## config.mk

```make
export PLATFORM = sky130hd
export DESIGN_NAME = dcache_wt
export DESIGN_NICKNAME = d
export VERILOG_FILES = /design/src/rtl/dcache_wt.sv
export SDC_FILE = /design/constraint.sdc
export NUM_CORES = 1
export LEC_CHECK = 0
export BUFFER_PORTS_ARGS = -buffer_cell sky130_fd_sc_hd__buf_2
export CELL_PAD_IN_SITES_DETAIL_PLACEMENT = 1
export CELL_PAD_IN_SITES_GLOBAL_PLACEMENT = 1
export CORE_ASPECT_RATIO = 1.4
export CORE_MARGIN = 2
export CORE_UTILIZATION = 46
export DETAILED_ROUTE_END_ITERATION = 7
export PLACE_DENSITY_LB_ADDON = 0.15
export SETUP_SLACK_MARGIN = 0.02
export SLEW_MARGIN = 20
export SYNTH_ARGS = -nofsm -noshare
export SYNTH_HDL_FRONTEND = slang
export SYNTH_SLANG_ARGS = --single-unit
```

## constraint.sdc

```tcl
create_clock -name clock -period 2.93 [get_ports clock]
set_input_delay 0.293 -clock clock [delete_from_list [all_inputs] [get_ports clock]]
set_output_delay 0.293 -clock clock [all_outputs]
set_load 0.02 [all_outputs]
```

## src/rtl/dcache_wt.sv

```systemverilog
// Direct-mapped, write-through, no-write-allocate data cache with one word per line.
// Define DCACHE_STATS_EN to add saturating hit/miss counters.
module dcache_wt #(
  parameter int NBITS  = 8,
  parameter int NLINES = 4
) (
  input  logic             clock,
  input  logic             reset,
  input  logic [NBITS-1:2] Address,
  input  logic [NBITS-1:0] WriteData,
  input  logic             MemRead,
  input  logic             MemWrite,
  output logic [NBITS-1:0] ReadData,
  output logic             Stall,
  output logic             mem_req,
  output logic             mem_we,
  output logic [NBITS-1:2] mem_addr,
  output logic [NBITS-1:0] mem_wdata,
  input  logic [NBITS-1:0] mem_rdata,
  input  logic             mem_ack
`ifdef DCACHE_STATS_EN
  ,
  output logic [15:0]      hit_count,
  output logic [15:0]      miss_count
`endif
);

  localparam int IDX  = $clog2(NLINES);
  localparam int TAGW = NBITS - 2 - IDX;

  typedef enum logic [1:0] {IDLE = 2'd0, FILL = 2'd1, WTHRU = 2'd2} state_t;

  state_t           state_q, state_d;
  logic [NBITS-1:2] addr_q, addr_d;
  logic [NBITS-1:0] wdata_q, wdata_d;
  logic [NBITS-1:0] rdata_q;
  logic [NLINES-1:0] valid_q;
  logic [TAGW-1:0]  tag_mem  [NLINES];
  logic [NBITS-1:0] data_mem [NLINES];

  logic [IDX-1:0]   idx_s, fill_idx_s;
  logic [TAGW-1:0]  tag_s;
  logic             hit_s, fill_we_s, wr_hit_s;
  logic [NBITS-1:0] rd_s;

  assign idx_s      = Address[IDX+1:2];
  assign tag_s      = Address[NBITS-1:IDX+2];
  assign fill_idx_s = addr_q[IDX+1:2];
  assign hit_s      = valid_q[idx_s] && (tag_mem[idx_s] == tag_s);

  // Next-state and output decode; backing-memory outputs depend only on state and latches.
  always_comb begin
    state_d   = state_q;
    addr_d    = addr_q;
    wdata_d   = wdata_q;
    rd_s      = rdata_q;
    Stall     = 1'b0;
    mem_req   = 1'b0;
    mem_we    = 1'b0;
    mem_addr  = '0;
    mem_wdata = '0;
    fill_we_s = 1'b0;
    wr_hit_s  = 1'b0;
    case (state_q)
      IDLE: begin
        if (MemWrite) begin
          Stall    = 1'b1;
          addr_d   = Address;
          wdata_d  = WriteData;
          wr_hit_s = hit_s;
          state_d  = WTHRU;
        end else if (MemRead) begin
          if (hit_s) begin
            rd_s = data_mem[idx_s];
          end else begin
            Stall   = 1'b1;
            addr_d  = Address;
            state_d = FILL;
          end
        end else begin
          state_d = IDLE;
        end
      end
      FILL: begin
        mem_req  = 1'b1;
        mem_addr = addr_q;
        Stall    = ~mem_ack;
        if (mem_ack) begin
          rd_s      = mem_rdata;
          fill_we_s = 1'b1;
          state_d   = IDLE;
        end else begin
          state_d = FILL;
        end
      end
      WTHRU: begin
        mem_req   = 1'b1;
        mem_we    = 1'b1;
        mem_addr  = addr_q;
        mem_wdata = wdata_q;
        Stall     = ~mem_ack;
        if (mem_ack) begin
          state_d = IDLE;
        end else begin
          state_d = WTHRU;
        end
      end
      default: begin
        state_d = IDLE;
      end
    endcase
  end

  assign ReadData = rd_s;

  // Control state, latches, read-data hold and valid bits.
  always_ff @(posedge clock) begin
    if (reset) begin
      state_q <= IDLE;
      addr_q  <= '0;
      wdata_q <= '0;
      rdata_q <= '0;
      valid_q <= '0;
    end else begin
      state_q <= state_d;
      addr_q  <= addr_d;
      wdata_q <= wdata_d;
      rdata_q <= rd_s;
      if (fill_we_s) begin
        valid_q[fill_idx_s] <= 1'b1;
      end
    end
  end

  // Tag/data arrays are not reset; a reset cycle suppresses every array write.
  always_ff @(posedge clock) begin
    if (!reset) begin
      if (fill_we_s) begin
        tag_mem[fill_idx_s]  <= addr_q[NBITS-1:IDX+2];
        data_mem[fill_idx_s] <= mem_rdata;
      end else if (wr_hit_s) begin
        data_mem[idx_s] <= WriteData;
      end
    end
  end

`ifdef DCACHE_STATS_EN
  logic hit_evt_s, miss_evt_s;
  assign hit_evt_s  = (state_q == IDLE) && MemRead && !MemWrite && hit_s;
  assign miss_evt_s = (state_q == IDLE) && (state_d == FILL);

  // Saturating statistics counters.
  always_ff @(posedge clock) begin
    if (reset) begin
      hit_count  <= 16'h0000;
      miss_count <= 16'h0000;
    end else begin
      if (hit_evt_s && (hit_count != 16'hFFFF)) begin
        hit_count <= hit_count + 16'h0001;
      end
      if (miss_evt_s && (miss_count != 16'hFFFF)) begin
        miss_count <= miss_count + 16'h0001;
      end
    end
  end
`endif

endmodule

```

==> summary.md, run 1 <==
| Metric | Value |
|---|---|
| Area grow syn2layout | `19.1%` |
| Worst slew margin | `0.565` |
| Most frequent cell after synthesis | `nand2_1` |
| Number of max-cap violations | `0` |
| CTS max path bufs | `2` |
| Synth Net Count | `around 320` |
| DP Wirelength | `6290 µm` |
| Yosys warns | `0` |
| CTS tree | `yes` |
| Tightest Pin Transition | `about 0.65 ns` |
| Buffers on Ports | `51` |
| DRC errors left | `0` |
| Clock-pin slew on the worst setup and hold paths | `0.07 ns` |
| Main flop type after synthesis | `edfxtp_1` |
| Total number of vias | `~2500` |
| Tcrit/Tclk final | `0.969` |
| Fraction of registers with async set/reset | `0` |
| First-pass GRT wire length | `13400 µm` |
| Top post-synthesis cells by count | `nand2_1, edfxtp_1, dfxtp_1` |
| Critical Path RT | `~2.6 ns` |
| Status | `completed` |
| Gpl congestion | `0.764` |
| PwrDens | `slightly above 500 nW/µm²` |
| FF+latch count, synth | `76` |
| Die Height | `109 µm` |
| GRT Util Overall | `0.215` |
| Io pins | `52` |
| Share of cells above drive strength 1 | `0.368` |
| Hold Vio Cnt, Final | `0` |
| Crit-path max FO | `5` |
| Setup TNS | `0 ns` |
| WS Path Type | `reg -> out` |
| Total CTS buffers | `9` |
| Initial Utilization | `0.469` |
| Number of global-route vias before repair | `2544` |
| WL/cell | `19.5 µm` |
| Synth Area per Inst | `12.5 µm²` |
| CP arrival | `2.55 ns` |
| Area leader, netlist | `edfxtp_1` |
| Detailed-router iteration count before antenna repair | `4` |
| Fmax | `approximately 0.35 GHz` |
| Post-route setup slack | `0.0903 ns` |
| Post-Place Setup Slack | `0.00573 ns` |
| Sequential share of the synthesized area | `0.554` |
| WL final | `8910 µm` |
| Die Footprint | `8600 µm²` |
| Synth cell types | `36` |
| CP Launch Type | `register` |
| Worst-Skew Late Latency | `about 0.36 ns` |
| Die X | `78.9 µm` |
| Top cells by area, synth | `edfxtp_1, dfxtp_1, mux4_2` |
| Initial DRC Count | `around 120` |
| Leak | `about 0.0018 µW` |
| Number of setup violations in the final report | `0` |
| Initial antenna violation count | `0` |
| Core area | `7700 µm²` |
| Clock Skew | `0.0111 ns` |
| GR Overflow Total | `0` |
| Clock sinks | `76` |
| Nets | `between 300 and 400` |
| Slew Limit Fails | `0` |
| Synth top area share | `0.399` |
| Site row count | `38` |
| Gate Count Post-Synth | `290` |
| Worst reg2reg path depth | `7` |
| Synthesized area | `roughly 3600 µm²` |
| Largest net degree at the start of global routing | `22` |
| Vias per cell | `5.50` |
| Number of flops mapped to enable cells by yosys | `48` |
| Hold depth | `3` |
| Depth of the CTS H-tree | `3` |
| Tightest Hold Check Type | `in -> reg` |
| Hold_ws | `between 0.15 and 0.2 ns` |
| # diodes | `0` |
| Detail Route Antenna Nets | `0` |
| Peak supply drop | `between 0.2 and 0.3 mV` |
| Final critical-path required period | `2.84 ns` |
| RSZ-0062 raised after global routing | `true` |
| Cts hold-fix bufs | `0` |
| Crit path capture type | `primary output` |
| Clk root buf | `clkbuf_8` |
[per-layer routing]
layer | vias up | wire length, µm | share of wire | global-route usage
li1 | 1177 | - | - | -
met1 | 1275 | 3590 | 0.40 | 0.236
met2 | 44 | 4900 | 0.55 | 0.399
met3 | 12 | 258 | 0.029 | 0.0522
met4 | 0 | 162 | 0.018 | 0.0825
met5 | - | 0 | 0 | 0
[worst max-delay path, cell delays in order, from the launching register on]
cell and delay, ns:
edfxtp_1 0.39, mux4_2 0.51, xnor2_2 0.24, nand2_2 0.10, and4b_4 0.43, mux2_4 0.33
nand2_2 0.08, buf_6 0.12
[cell families (layout without fill, tap and decap cells)]
logic type / after synthesis / after routing / share of synthesized area
adders and majority gates: 4 / 4 / 0.0138
and+or+nand+nor: 91 / 92 / 0.115
buffers and inverters: 23 / 88 / 0.0336
muxes: 52 / 52 / 0.195
AOI/OAI and AO/OA: 43 / 43 / 0.0865
xor gates and xnor gates: 1 / 1 / 0.00242
DFF: 76 / 76 / 0.554
[sequential cells by signal, summed over array words and instances, names as in the netlist]
signal,flops
data_mem,32
wdata_q,8
tag_mem,16
valid_q,4
rdata_q,8
addr_q,6
state_q,2
[area by class of cell]
type	count	area (µm²)
clock inverters	5	55.1
clock buffers	11	131
flip-flops and latches	76	2000
well taps	100	125
multi-input cells	192	1560
inverters	7	26.3
repair buffers	65	407
fillers	828	3400
[cell usage in the layout, fill, tap and decap left out, types with 2 or more instances in the layout]
cell type	n
nand2_1	53
edfxtp_1	48
buf_2	45
dfxtp_1	28
a21oi_1	19
and2_1	15
mux2i_1	15
mux2_2	14
buf_4	14
mux2_4	12
mux4_2	10
a22oi_1	9
clkbuf_8	9
inv_1	6
nor2_1	6
nand2_2	5
buf_6	5
nor2b_1	4
a31o_2	4
a21o_1	4
ha_1	4
o221ai_2	2
clkinv_1	2
and3_1	2
nand3_1	2
clkbuf_1	2
[final timing paths]
path / from / end / slack [ns]
setup / recovery: tag_mem[3][0] / ReadData[2] / 0.09
hold / removal: WriteData[1] / wdata_q[1] / 0.19
setup reg to reg: tag_mem[3][0] / data_mem[1][7] / 0.23
hold reg to reg: wdata_q[1] / wdata_q[1] / 0.45
[where the power goes]
part | internal (µW) | switching (µW) | total (µW) | leakage (µW)
clock | 391 | 384 | 775 | 0.0000909
sequential | 1160 | 20.5 | 1180 | 0.000666
combinational | 115 | 165 | 280 | 0.00101
total | 1670 | 570 | 2240 | 0.00177
[through the flow]
step                power, µW  std cells   util  area (µm²)
finish                   2240        456  0.559        4310
CTS                      2240        453  0.545        4200
detailed placement       1470        436  0.519        4000
global route             2320        456  0.559        4310
floorplan                1380        290      -        3620
global placement         1470        436  0.519        4000
[what timing repair did]
action,in CTS,in global routing
cloned,0,1
endpoints found under the setup margin,8,8
pin swaps,0,1
gates resized for setup,3,29
buffers inserted,1,2
(Power assumes the default switching activity.)
==> inputs of run 2 (changes only) <==
- CORE_UTILIZATION: 46 -> 48
- CTS_BUF_LIST: default -> sky130_fd_sc_hd__clkbuf_4
==> run 2 against run 1 <==
Combinational power rose by 4%. Final cell count fell by 0.44%. Cell area rose by 0.67%. Sequential share of layout area fell by 0.31 points. Hold slack got worse by 0.078 ns. First-iteration DRC count fell by 13%. Critical path type unchanged. Largest power group unchanged.
==> summary.md, run 2 (same netlist as run 1, synthesis figures left out) <==
| Metric | Value |
|---|---|
| Gpl congestion | `0.718 (was 0.764)` |
| Clock sinks | `76 (unchanged)` |
| Clock-pin slew on the worst setup and hold paths | `0.12 ns (was 0.07 ns)` |
| Reg2reg start | `tag_mem[2][0] (was tag_mem[3][0])` |
| Largest Register | `data_mem (unchanged)` |
| Total CTS buffers | `9 (unchanged)` |
| Vias per cell | `5.54 (was 5.50)` |
| Buffers on Ports | `51 (unchanged)` |
| Worst reg2reg path depth | `8 (was 7)` |
| Tightest Pin Transition | `0.653 ns (was 0.650 ns)` |
| Hold Vio Cnt, Final | `0 (unchanged)` |
| Min-Delay Endpoint | `wdata_q[1] (unchanged)` |
| Number of max-cap violations | `0 (unchanged)` |
| Clock power frac | `0.349 (was 0.347)` |
| DRC errors left | `0 (unchanged)` |
| Leak | `0.00180 µW (was 0.00177 µW)` |
| Area post-placement | `3990 µm² (was 4000 µm²)` |
| Area grow syn2layout | `19.9% (was 19.1%)` |
| Non-filler cells, final | `454 (was 456)` |
| Hold depth | `3 (unchanged)` |
| Io pins | `52 (unchanged)` |
| CP arrival | `2.62 ns (was 2.55 ns)` |
| Number of global-route vias before repair | `2711 (was 2544)` |
| Util after Layout | `0.593 (was 0.559)` |
| Clk root buf | `clkbuf_4 (was clkbuf_8)` |
| Worst slew margin | `0.563 (was 0.565)` |
| Site row count | `37 (was 38)` |
| DP Wirelength | `6650 µm (was 6290 µm)` |
| Worst R2R End | `data_mem[3][3] (was data_mem[1][7])` |
| CP Launch Type | `register (unchanged)` |
| Fmax | `0.344 GHz (was 0.352 GHz)` |
| Slew Limit Fails | `0 (unchanged)` |
| Crit path capture type | `primary output (unchanged)` |
| CTS tree | `yes (unchanged)` |
| Reg area | `2000 µm² (unchanged)` |
| Final critical-path required period | `2.91 ns (was 2.84 ns)` |
| Die Footprint | `8250 µm² (was 8600 µm²)` |
| Detail Route Antenna Nets | `0 (unchanged)` |
| Tcrit/Tclk final | `0.993 (was 0.969)` |
| Tightest Hold Check Type | `in -> reg (unchanged)` |
| Die Height | `107 µm (was 109 µm)` |
| Logic pwr share | `0.128 (was 0.125)` |
| Depth of the CTS H-tree | `3 (unchanged)` |
| Peak supply drop | `0.296 mV (was 0.287 mV)` |
| HP Start | `WriteData[1] (unchanged)` |
| Initial antenna violation count | `0 (unchanged)` |
| Initial DRC Count | `102 (was 117)` |
| CTS max path bufs | `2 (unchanged)` |
| Worst-Skew Late Latency | `0.44 ns (was 0.36 ns)` |
| Critical Path RT | `2.64 ns (about the same)` |
| Multi-input gate area | `1570 µm² (was 1560 µm²)` |
| Largest net degree at the start of global routing | `21 (was 22)` |
| Share of cells above drive strength 1 | `0.387 (was 0.368)` |
| Initial Utilization | `0.494 (was 0.469)` |
| GR Overflow Total | `0 (unchanged)` |
| RSZ-0062 raised after global routing | `true (unchanged)` |
| Max FFs per register | `32 (unchanged)` |
| Crit-path max FO | `5 (unchanged)` |
| PwrDens | `521 nW/µm² (was 520 nW/µm²)` |
| Status | `completed (unchanged)` |
| R2R setup slack | `0.17 ns (was 0.23 ns)` |
| Commonest non-fill, non-tap cell in the layout | `nand2_1 (unchanged)` |
| Placed insts | `434 (was 436)` |
| Largest registers | `data_mem: 32 flops, tag_mem: 16 flops (unchanged)` |
| WL final | `9070 µm (was 8910 µm)` |
| Detailed-router iteration count before antenna repair | `4 (unchanged)` |
| Final Cell Area | `4330 µm² (was 4310 µm²)` |
| WL/cell | `20.0 µm (was 19.5 µm)` |
| Net switching power | `543 µW (was 570 µW)` |
| Die X | `77.4 µm (was 78.9 µm)` |
| WS Path Type | `reg -> out (unchanged)` |
| Number of setup violations in the final report | `0 (unchanged)` |
| Nets | `383 (was 382)` |
| GRT Util Overall | `0.243 (was 0.215)` |
| Core area | `7310 µm² (was 7700 µm²)` |
| Sequential Power Share | `0.523 (was 0.528)` |
| Commonest cells after routing, fill and taps aside | `nand2_1, edfxtp_1, buf_2, dfxtp_1, a21oi_1 (unchanged)` |
| Switching part of the total power | `0.240 (was 0.255)` |
| First-pass GRT wire length | `14600 µm (was 13400 µm)` |
| P_int | `1720 µW (was 1670 µW)` |
| Total number of vias | `2515 (was 2508)` |
| Number of fill cells in the layout | `794 (was 828)` |
| Clock Skew | `0.0168 ns (was 0.0111 ns)` |
| # diodes | `0 (unchanged)` |
-- run 2: cell count changes in the layout (fill, tap and decap cells not counted), sizes merged --
cell and delta:
buf +2, bufinv +2, and4b -1, clkbuf -1, clkinvlp -1
-- run 2: how the worst max path moves through the flow --
stage | startpoint | end | slack, ns | cells after the start
after CTS | tag_mem[2][0] | ReadData[4] | -0.05 | 8
after floorplan | Address[3] | data_mem[0][1] | 0.36 | 9
after global placement | Address[3] | data_mem[1][1] | 0.23 | 8
after detailed placement | Address[3] | data_mem[3][1] | 0.12 | 8
final | tag_mem[2][0] | ReadData[4] | 0.02 | 8
after global routing | tag_mem[2][0] | ReadData[6] | -0.10 | 8
-- run 2: per-stage QoR --
| stage | total power, µW | setup TNS (ns) | setup WS, ns | hold slack [ns] |
|---|---|---|---|---|
| 2_1_floorplan | 1380 | 0 | 0.358 | 0.426 |
| 3_3_place_gp | 1470 | 0 | 0.229 | 0.436 |
| 3_5_place_dp | 1470 | 0 | 0.122 | 0.441 |
| 4_1_cts | 2270 | -0.229 | -0.0492 | 0.0853 |
| 5_1_grt | 2350 | -0.645 | -0.102 | 0.101 |
| 6_report | 2260 | 0 | 0.0210 | 0.109 |
-- run 2: cell type report --
class,instances,area share
multi-input cells,191,0.362
clock buffers,10,0.0173
inverters,7,0.00606
repair buffers,67,0.101
well taps,97,0.0280
clock inverters,6,0.0240
flip-flops and latches,76,0.462
-- run 2: power groups by stage --
stage | combinational [µW] | clock (µW) | sequential, µW
final | 290 | 789 | 1180
after global routing | 316 | 852 | 1190
after CTS | 287 | 806 | 1180
after detailed placement | 268 | 0 | 1210
after global placement | 261 | 0 | 1200
after floorplan | 177 | 0 | 1200
-- run 2: per-layer routing --
layer	share of wire	vias to the layer above	GRT usage
met2	0.57	69	0.453
met4	0.032	0	0.108
met5	0	-	0
li1	-	1182	-
met1	0.35	1244	0.257
met3	0.043	20	0.0539
-- run 2: what timing repair did --
| action | 4_1_cts | 5_1_grt |
|---|---|---|
| buffers inserted | 2 | 1 |
| pin swaps | 1 | 1 |
| gates resized for setup | 37 | 4 |
| endpoints found under the setup margin | 8 | 8 |
| cloned | 1 | 0 |
| hold buffers | 0 | 0 |
-- run 2: worst max-delay path: stages, from the launching register on --
cell and delay (ns):
edfxtp_1 0.41, mux4_2 0.50, xnor2_2 0.19, nand2_1 0.07, and4b_2 0.34, buf_8 0.15
mux2_4 0.32, nand2_2 0.07, buf_6 0.12
